**src/rtl/vpu_operand_fetch.sv**
```systemverilog
// vpu_operand_fetch: single-operand SRAM read engine.
// Takes {bank,row}+vlen, wins the bank, bursts row reads, streams rows out.
//
// Ports:
//   req_*   : operand request (valid/ready), base address and beats-1
//   sram_*  : bank ownership req/ack, row read strobe/address, returned rows
//   dout_*  : in-order row stream to the datapath (valid/ready, last)
//   busy    : engine not idle
module vpu_operand_fetch #(
  parameter int SRAM_BANK_CNT_LG2   = 3,
  parameter int SRAM_BANK_DEPTH_LG2 = 10,
  parameter int SRAM_DATA_WIDTH     = 256,
  parameter int VEC_LEN_LG2         = 5,
  parameter int FIFO_DEPTH          = 4
) (
  input  logic clk,
  input  logic rst_n,
  input  logic req_valid,
  output logic req_ready,
  input  logic [SRAM_BANK_CNT_LG2+SRAM_BANK_DEPTH_LG2-1:0] req_raddr,
  input  logic [VEC_LEN_LG2-1:0] req_vlen,
  output logic sram_req,
  input  logic sram_ack,
  output logic [SRAM_BANK_CNT_LG2-1:0] sram_rid,
  output logic [SRAM_BANK_DEPTH_LG2-1:0] sram_addr,
  output logic sram_reb,
  output logic sram_rlast,
  input  logic [SRAM_DATA_WIDTH-1:0] sram_rdata,
  input  logic sram_rvalid,
  output logic dout_valid,
  input  logic dout_ready,
  output logic [SRAM_DATA_WIDTH-1:0] dout_data,
  output logic dout_last,
  output logic busy
);
  localparam int AW = SRAM_BANK_CNT_LG2 + SRAM_BANK_DEPTH_LG2;
  localparam int BW = VEC_LEN_LG2 + 1;
  localparam int PW = $clog2(FIFO_DEPTH);
  localparam int CW = PW + 1;

  typedef enum logic [1:0] {
    IDLE, ARB, BURST, DRAIN
  } state_t;

  state_t state, state_nx;

  logic [BW-1:0] beats;
  logic [BW-1:0] issue_cnt;
  logic [BW-1:0] pop_cnt;
  logic [SRAM_BANK_DEPTH_LG2-1:0] row_ptr;
  logic [CW-1:0] out_cnt;
  logic [CW-1:0] fifo_cnt;
  logic [CW-1:0] wptr;
  logic [CW-1:0] rptr;
  logic [CW:0] credit;
  logic [CW:0] limit;
  logic [SRAM_DATA_WIDTH-1:0] mem [FIFO_DEPTH];
  logic accept;
  logic issue;
  logic push;
  logic pop;
  logic last_pop;

  assign req_ready = (state == IDLE);
  assign busy = (state != IDLE);
  assign accept = req_valid && req_ready;

  assign fifo_cnt = wptr - rptr;
  assign dout_valid = (wptr != rptr);
  assign dout_data = dout_valid ? mem[rptr[PW-1:0]] : '0;
  assign dout_last = dout_valid && (pop_cnt + BW'(1) == beats);
  assign pop = dout_valid && dout_ready;
  assign last_pop = pop && dout_last;

  // Returns with nothing outstanding are dropped.
  assign push = sram_rvalid && (out_cnt != '0);

  // Rows owed a buffer slot: in flight, buffered, and the one on the
  // bus now. A pop this cycle frees a slot before the next read lands.
  assign credit = {1'b0, out_cnt} + {1'b0, fifo_cnt}
                + (CW+1)'(sram_reb);
  assign limit = (CW+1)'(FIFO_DEPTH) + (CW+1)'(pop);

  // reb is registered, so it reflects ack sampled at the previous edge.
  assign issue = (state == BURST) && sram_ack
              && (issue_cnt != beats) && (credit < limit);

  always_ff @(posedge clk or negedge rst_n) begin
    if (!rst_n) state <= IDLE;
    else        state <= state_nx;
  end

  always_comb begin
    state_nx = state;
    unique case (state)
      IDLE:    if (accept) state_nx = ARB;
      ARB:     if (sram_ack) state_nx = BURST;
      BURST:   if (sram_reb && sram_rlast) state_nx = DRAIN;
      DRAIN:   if (last_pop) state_nx = IDLE;
      default: state_nx = IDLE;
    endcase
  end

  always_ff @(posedge clk or negedge rst_n) begin
    if (!rst_n) begin
      sram_req   <= 1'b0;
      sram_reb   <= 1'b0;
      sram_rlast <= 1'b0;
      sram_rid   <= '0;
      sram_addr  <= '0;
      row_ptr    <= '0;
      beats      <= '0;
      issue_cnt  <= '0;
      pop_cnt    <= '0;
      out_cnt    <= '0;
      wptr       <= '0;
      rptr       <= '0;
    end else begin
      sram_req <= (state_nx == ARB)
               || (state_nx == BURST);
      sram_reb <= issue;
      sram_rlast <= issue
                 && (issue_cnt + BW'(1) == beats);
      out_cnt <= out_cnt + CW'(sram_reb)
               - CW'(push);
      if (push) wptr <= wptr + CW'(1);
      if (pop)  rptr <= rptr + CW'(1);
      if (accept) begin
        sram_rid  <= req_raddr[AW-1 -: SRAM_BANK_CNT_LG2];
        row_ptr   <= req_raddr[SRAM_BANK_DEPTH_LG2-1:0];
        beats     <= BW'(req_vlen) + BW'(1);
        issue_cnt <= '0;
        pop_cnt   <= '0;
      end else begin
        if (issue) begin
          sram_addr <= row_ptr;
          row_ptr   <= row_ptr + 1'b1;
          issue_cnt <= issue_cnt + BW'(1);
        end
        if (pop) pop_cnt <= pop_cnt + BW'(1);
      end
    end
  end

  always_ff @(posedge clk) begin
    if (push) mem[wptr[PW-1:0]] <= sram_rdata;
  end

  always @(posedge clk) begin
    if (rst_n && sram_rvalid)
      assert (out_cnt != '0);
  end

endmodule

```
**config.mk**
```make
export PLATFORM = sky130hd
export DESIGN_NAME = vpu_operand_fetch
export DESIGN_NICKNAME = d
export VERILOG_FILES = /design/src/rtl/vpu_operand_fetch.sv
export SDC_FILE = /design/constraint.sdc
export NUM_CORES = 1
export LEC_CHECK = 0
export ABC_AREA = 1
export ABC_CLOCK_PERIOD_IN_PS = 23100
export CORE_MARGIN = 2
export CORE_UTILIZATION = 59
export DETAILED_ROUTE_END_ITERATION = 12
export GPL_ROUTABILITY_DRIVEN = 1
export PLACE_DENSITY = 0.85
export SLEW_MARGIN = 25
export SYNTH_ARGS = -nofsm -noshare
export SYNTH_HDL_FRONTEND = slang
export SYNTH_SLANG_ARGS = --single-unit
```
**constraint.sdc**
```tcl
create_clock -name clk -period 23.1 [get_ports clk]
set_clock_uncertainty 0.1 [all_clocks]
set_input_delay 2.31 -clock clk [delete_from_list [all_inputs] [get_ports clk]]
set_output_delay 2.31 -clock clk [all_outputs]
set_load 0.05 [all_outputs]
```
# Word level (Yosys, flattened, before mapping)

Memory sizes are Yosys's and may differ from the RTL's.
Index checks and enable logic that the tools add are counted.

Add/subtract/negate cells: 12
Multipliers: 0
Div/mod/pow operators: 0
Magnitude comparators: 1
Equality and inequality tests: 9
Shift-type cells: 0
Muxes and demuxes: 14
Bitwise operators: 1
Reduce and logical (&&, ||, !) cells: 17

Operators with widths:

| kind                                                             | number |
|---|---|
| 256-bit two-way mux                                              | 1 |
| 6-bit two-way mux                                                | 4 |
| 10-bit two-way mux                                               | 2 |
| 6-bit by 1-bit adder with 6-bit output (second input constant)   | 2 |
| 6-bit == test                                                    | 2 |
| 10-bit by 1-bit adder with 10-bit output (second input constant) | 1 |
| 1-bit logical AND                                                | 10 |
| 2-bit two-way mux                                                | 4 |
| 2-bit case mux with 4 select lines                               | 1 |
| 3-bit by 1-bit adder with 3-bit output (second input constant)   | 2 |
| 5-bit by 1-bit adder with 6-bit output (second input constant)   | 1 |
| 2-bit == test (second input constant)                            | 3 |
| 6-bit inequality test                                            | 1 |
| 2-bit nonzero test                                               | 3 |
| 3-bit by 1-bit adder with 4-bit output (first input constant)    | 1 |
| 3-bit by 3-bit adder with 4-bit output                           | 1 |
| 4-bit by 1-bit adder with 4-bit output                           | 1 |
| 2-bit by 1-bit == test with 1-bit output (second input constant) | 2 |
| 4-bit less-than comparator                                       | 1 |
| 3-bit by 1-bit adder with 3-bit output                           | 1 |
| 3-bit inequality test                                            | 1 |
| 3-bit nonzero test                                               | 1 |
| 3-bit by 1-bit subtractor with 3-bit output                      | 1 |
| 3-bit subtractor                                                 | 1 |
| other kinds (5)                                                  | 6 |

Register bits after elaboration: 55
Bits in latches: 0
Bits in writable memories: 1024
ROM bits: 0
Output and inout port bits: 276
Word-level logic and storage cells: 68
Memories: 1

Memories:

| memory | depth | bits a word | rd ports | clocked after Yosys merged registers in | write ports | RTL line | RTL |
|---|---|---|---|---|---|---|---|
| mem    | 4     | 256         | 1        | 0                                       | 1           | 57       | `logic [SRAM_DATA_WIDTH-1:0] mem [FIFO_DEPTH];` |

# Longest topological paths before layout

Depth in word-level cells: 8
Depth in mapped cells: 15
Gate-level depth less buffers: 14

# Least setup slack after synthesis

Ideal clock, no wire load.

Path type: input port to flip-flop
Start point: in sram_rvalid
End point: mem mem[3][0] (enable)
Setup time: 0.882 ns
Arrival: 13.133 ns
Path slack: 8.986 ns
Cell stages on the path: 2
Buffers on the path: 0
Cells stage by stage: o31ai_1 nor2_1

Cells in the longest elaborated chain, start to end: 3

Ends and longest elaborated chain:

| item                                    | RTL line | RTL |
|---|---|---|
| from (decl)                             | 29       | `input logic sram_rvalid,` |
| 1-bit logical AND                       | 76       | `assign push = sram_rvalid && (out_cnt != '0);` |
| 1-bit two-way mux                       | 146      | `if (push) mem[wptr[PW-1:0]] <= sram_rdata;` |
| 1-bit two-way mux (not written as such) | 146      |  |
| to (decl)                               | 57       |  |

No other way between the ends.

# Final worst setup path

Start point: reg rptr[1]
End point: out dout_data[8]

Cells in the longest elaborated chain, start to end: 2
Elaborated cells on any way between the ends: 3
Those cells by class: eq/ne: 1; mux: 1; memory: 1

Ends and longest elaborated chain:

| item                                                               | RTL line | RTL |
|---|---|---|
| from (decl)                                                        | 54       | `logic [CW-1:0] rptr;` |
| from (signal assigned)                                             | 127      | `if (pop) rptr <= rptr + CW'(1);` |
| memory 4 x 256 bit / 3-bit inequality test (equally long branches) | --       |  |
| 256-bit two-way mux *                                              | 70       | `assign dout_data = dout_valid ? mem[rptr[PW-1:0]] : '0;` |
| to (decl)                                                          | 32       | `output logic [SRAM_DATA_WIDTH-1:0] dout_data,` |

Mark *: on every way between the ends. The rest lies on a longest branch, timed or not.

==> impl_metrics.toml <==
[finish]
final_cell_count_no_fill = 4923
nets = 4161
postLayoutCoreUtil_pct = 73.2
area_growth_pct = 23.1
drive_gt1_share_pct = 5.53

[route]
wirelength_mm = 110
avgRoutedWirePerCell_um = 22.4
vias = 28927
post-route-drc-count = 0
drt_iter0_drc = 3207
antenna_left = 0
via_per_inst = 5.88
dr.pass1.iters = 5

[outcome]
status = "finished clean"

[placement]
place.gp.congestion = 0.834
place_inst = 4702
dp_hpwl_mm = 62.6
io_buffers = 555

[clock_network]
cts.path.max_buffers = 3
clk_pin_slew_worst_paths_ns = 0.06
numCtsBuffers = 105
clk_latency_ns = 0.67
root_buffer = "clkbuf_16"
cts_hold_buf = 0
numClockSinks = 1079
postCtsSetupRepairBufs = 0
cts-htree-levels = 3
cts_tree = "built"
post_cts_resize_count = 0

[logic_synthesis]
seq_area_frac_synth_pct = 75.7
synth_area_per_cell_um2 = 12.6
synth_top_area_cell = "edfxtp_1"
netlist_top_cells_area = "edfxtp_1, nor2_1, o21ai_0"
synth_nets = 3672
syn_area_um2 = 42400
syn_inst = 3373
ys_types = 38
ys_warn_count = 0
synth_top_area_share_pct = 72.5
ys_seq_elements = 1079

[grt]
grt_overflow = 0
grt_usage_pct = 29.0
grt_max_degree = 281
grt_pass1_vias = 28067
grt_first_pass_wirelength_mm = 163
antenna_found_initial = 34

[sta]
setup-tns-final_ns = 0
hold_viol_final = 0
rsz0062_at_grt = "no"
setup-violations-final = 0
min_period_over_period_pct = 39.0
fin_crit_ns = 9.02
worst_slew_pin_slew_ns = 1.24
relSlewSlack_pct = 17.2
maxSlewViolCount = 0
fmax_mhz = 111

[floorplanning]
io_pins = 556
start_util_pct = 59.4
die-width_um = 272
core_um2 = 71400
die_area_um2 = 74100
rows = 98
die_y_um = 272

[critical_path]
cp.arrival_ns = 6.61
endpoint_kind = "primary output"
startpoint_type = "flip-flop"
crit_fanout = 117
worstSetupPathType = "reg2out"
r2r_slack_ns = 18.57
critPathRequiredTime_ns = 20.69

[min_path]
hp-class = "reg2reg"

[job]
maxCapViolations = 0
==> flip-flops by register name (all words and copies together), names as in the netlist <==
| signal | cells |
|---|---|
| mem | 1024 |
| row_ptr | 10 |
| sram_addr | 10 |
| beats | 6 |
| issue_cnt | 6 |
| pop_cnt | 6 |
| out_cnt | 3 |
| rptr | 3 |
| sram_rid | 3 |
| wptr | 3 |
| state | 2 |
| sram_reb | 1 |
| sram_req | 1 |
| sram_rlast | 1 |
==> worst max-delay path: stages (launching register included) <==
cell             delay, ns
dfrtp_4               0.82
inv_8                 0.42
ha_1                  0.43
nand2_1               0.12
nor2_8                0.57
buf_4                 0.80
buf_4                 0.77
buf_4                 0.78
a21oi_1               0.17
clkdlybuf4s50_1       0.76
==> stage by stage <==
stage	setup slack [ns]	cell area (um^2)	hold WS [ns]
4_1_cts	14.15	52100	0.394
3_3_place_gp	15.05	48600	0.363
2_1_floorplan	8.99	42400	0.363
6_report	14.08	52200	0.394
3_5_place_dp	14.90	48600	0.365
5_1_grt	13.83	52200	0.422
==> layout make-up <==
cell class / instances / area (um^2)
sequential: 1079 / 32100
fill: 4230 / 19100
multi-input combinational: 2038 / 9270
timing repair buffer: 585 / 5910
clock buffer: 124 / 2740
tap: 950 / 1190
clock inverter: 65 / 682
inverter: 53 / 219
antenna: 29 / 72.6
==> layer usage <==
| metal | GRT usage (%) | vias up | wire (um) |
|---|---|---|---|
| met5 | 0 | - | 132 |
| met4 | 16.3 | 20 | 6260 |
| met3 | 7.08 | 349 | 10800 |
| met2 | 48.7 | 1723 | 55400 |
| met1 | 34.4 | 13887 | 37900 |
| li1 | - | 12948 | - |
==> synth_stat cells, drive strengths merged <==
cell	instances
inv	52
o221ai	5
o21a	1
o31ai	1
nor2	1047
edfxtp	1024
and2	1
clkinv	1
clkbuf	112
xnor2	9
ha	15
nand3b	2
fa	4
or2	1
o21ai	536
xor2	25
buf	91
o22ai	5
dfrtp	55
o211ai	3
nand4	8
a21oi	259
nand2	92
nor3	3
nand3	21
==> worst paths after layout <==
path                         startpoint      endpoint  cells past startpoint
max                             rptr[1]  dout_data[8]                      9
min                        sram_addr[5]  sram_addr[5]                      2
max reg2reg                     rptr[1]  issue_cnt[5]                     13
min reg2reg                sram_addr[5]  sram_addr[5]                      2
max in group asynchronous         rst_n       rptr[0]                      2
min in group asynchronous         rst_n   sram_rid[2]                      2
==> cells by family after synthesis <==
kind of cell               count (synthesis)  share of synthesized area, %
AOI/OAI and AO/OA                        810                          9.74
adders and majority gates                 19                         0.631
DFF                                     1079                          75.7
buffers and inverters                    256                          2.49
and+or+nand+nor                         1175                          10.7
xor gates and xnor gates                  34                         0.702
==> placed cells by master, fill, tap and decap left out, types with 3 or more instances in the layout <==
| cell type | instances |
|---|---|
| bufinv_16 | 10 |
| inv_1 | 50 |
| o21ai_0 | 524 |
| clkdlybuf4s50_1 | 554 |
| inv_6 | 3 |
| nand2_1 | 88 |
| ha_1 | 15 |
| nor2_1 | 1041 |
| nand4_1 | 8 |
| o221ai_2 | 4 |
| xnor2_1 | 9 |
| nand2_2 | 3 |
| nand3_1 | 20 |
| clkbuf_1 | 16 |
| edfxtp_1 | 1024 |
| clkinv_2 | 24 |
| nor2_4 | 4 |
| o22ai_1 | 4 |
| clkbuf_16 | 106 |
| clkinvlp_4 | 10 |
| nor3_1 | 3 |
| dfrtp_1 | 53 |
| buf_12 | 6 |
| a21oi_1 | 258 |
| xor2_1 | 25 |
| buf_16 | 3 |
| o21ai_1 | 12 |
| fa_1 | 4 |
| clkinv_4 | 3 |
| buf_4 | 21 |
| diode_2 | 29 |
| clkinv_1 | 11 |
Power is left out: the tool's default activity adds up to more than one toggle a clock period on the data nets, which glitch-free logic cannot reach.
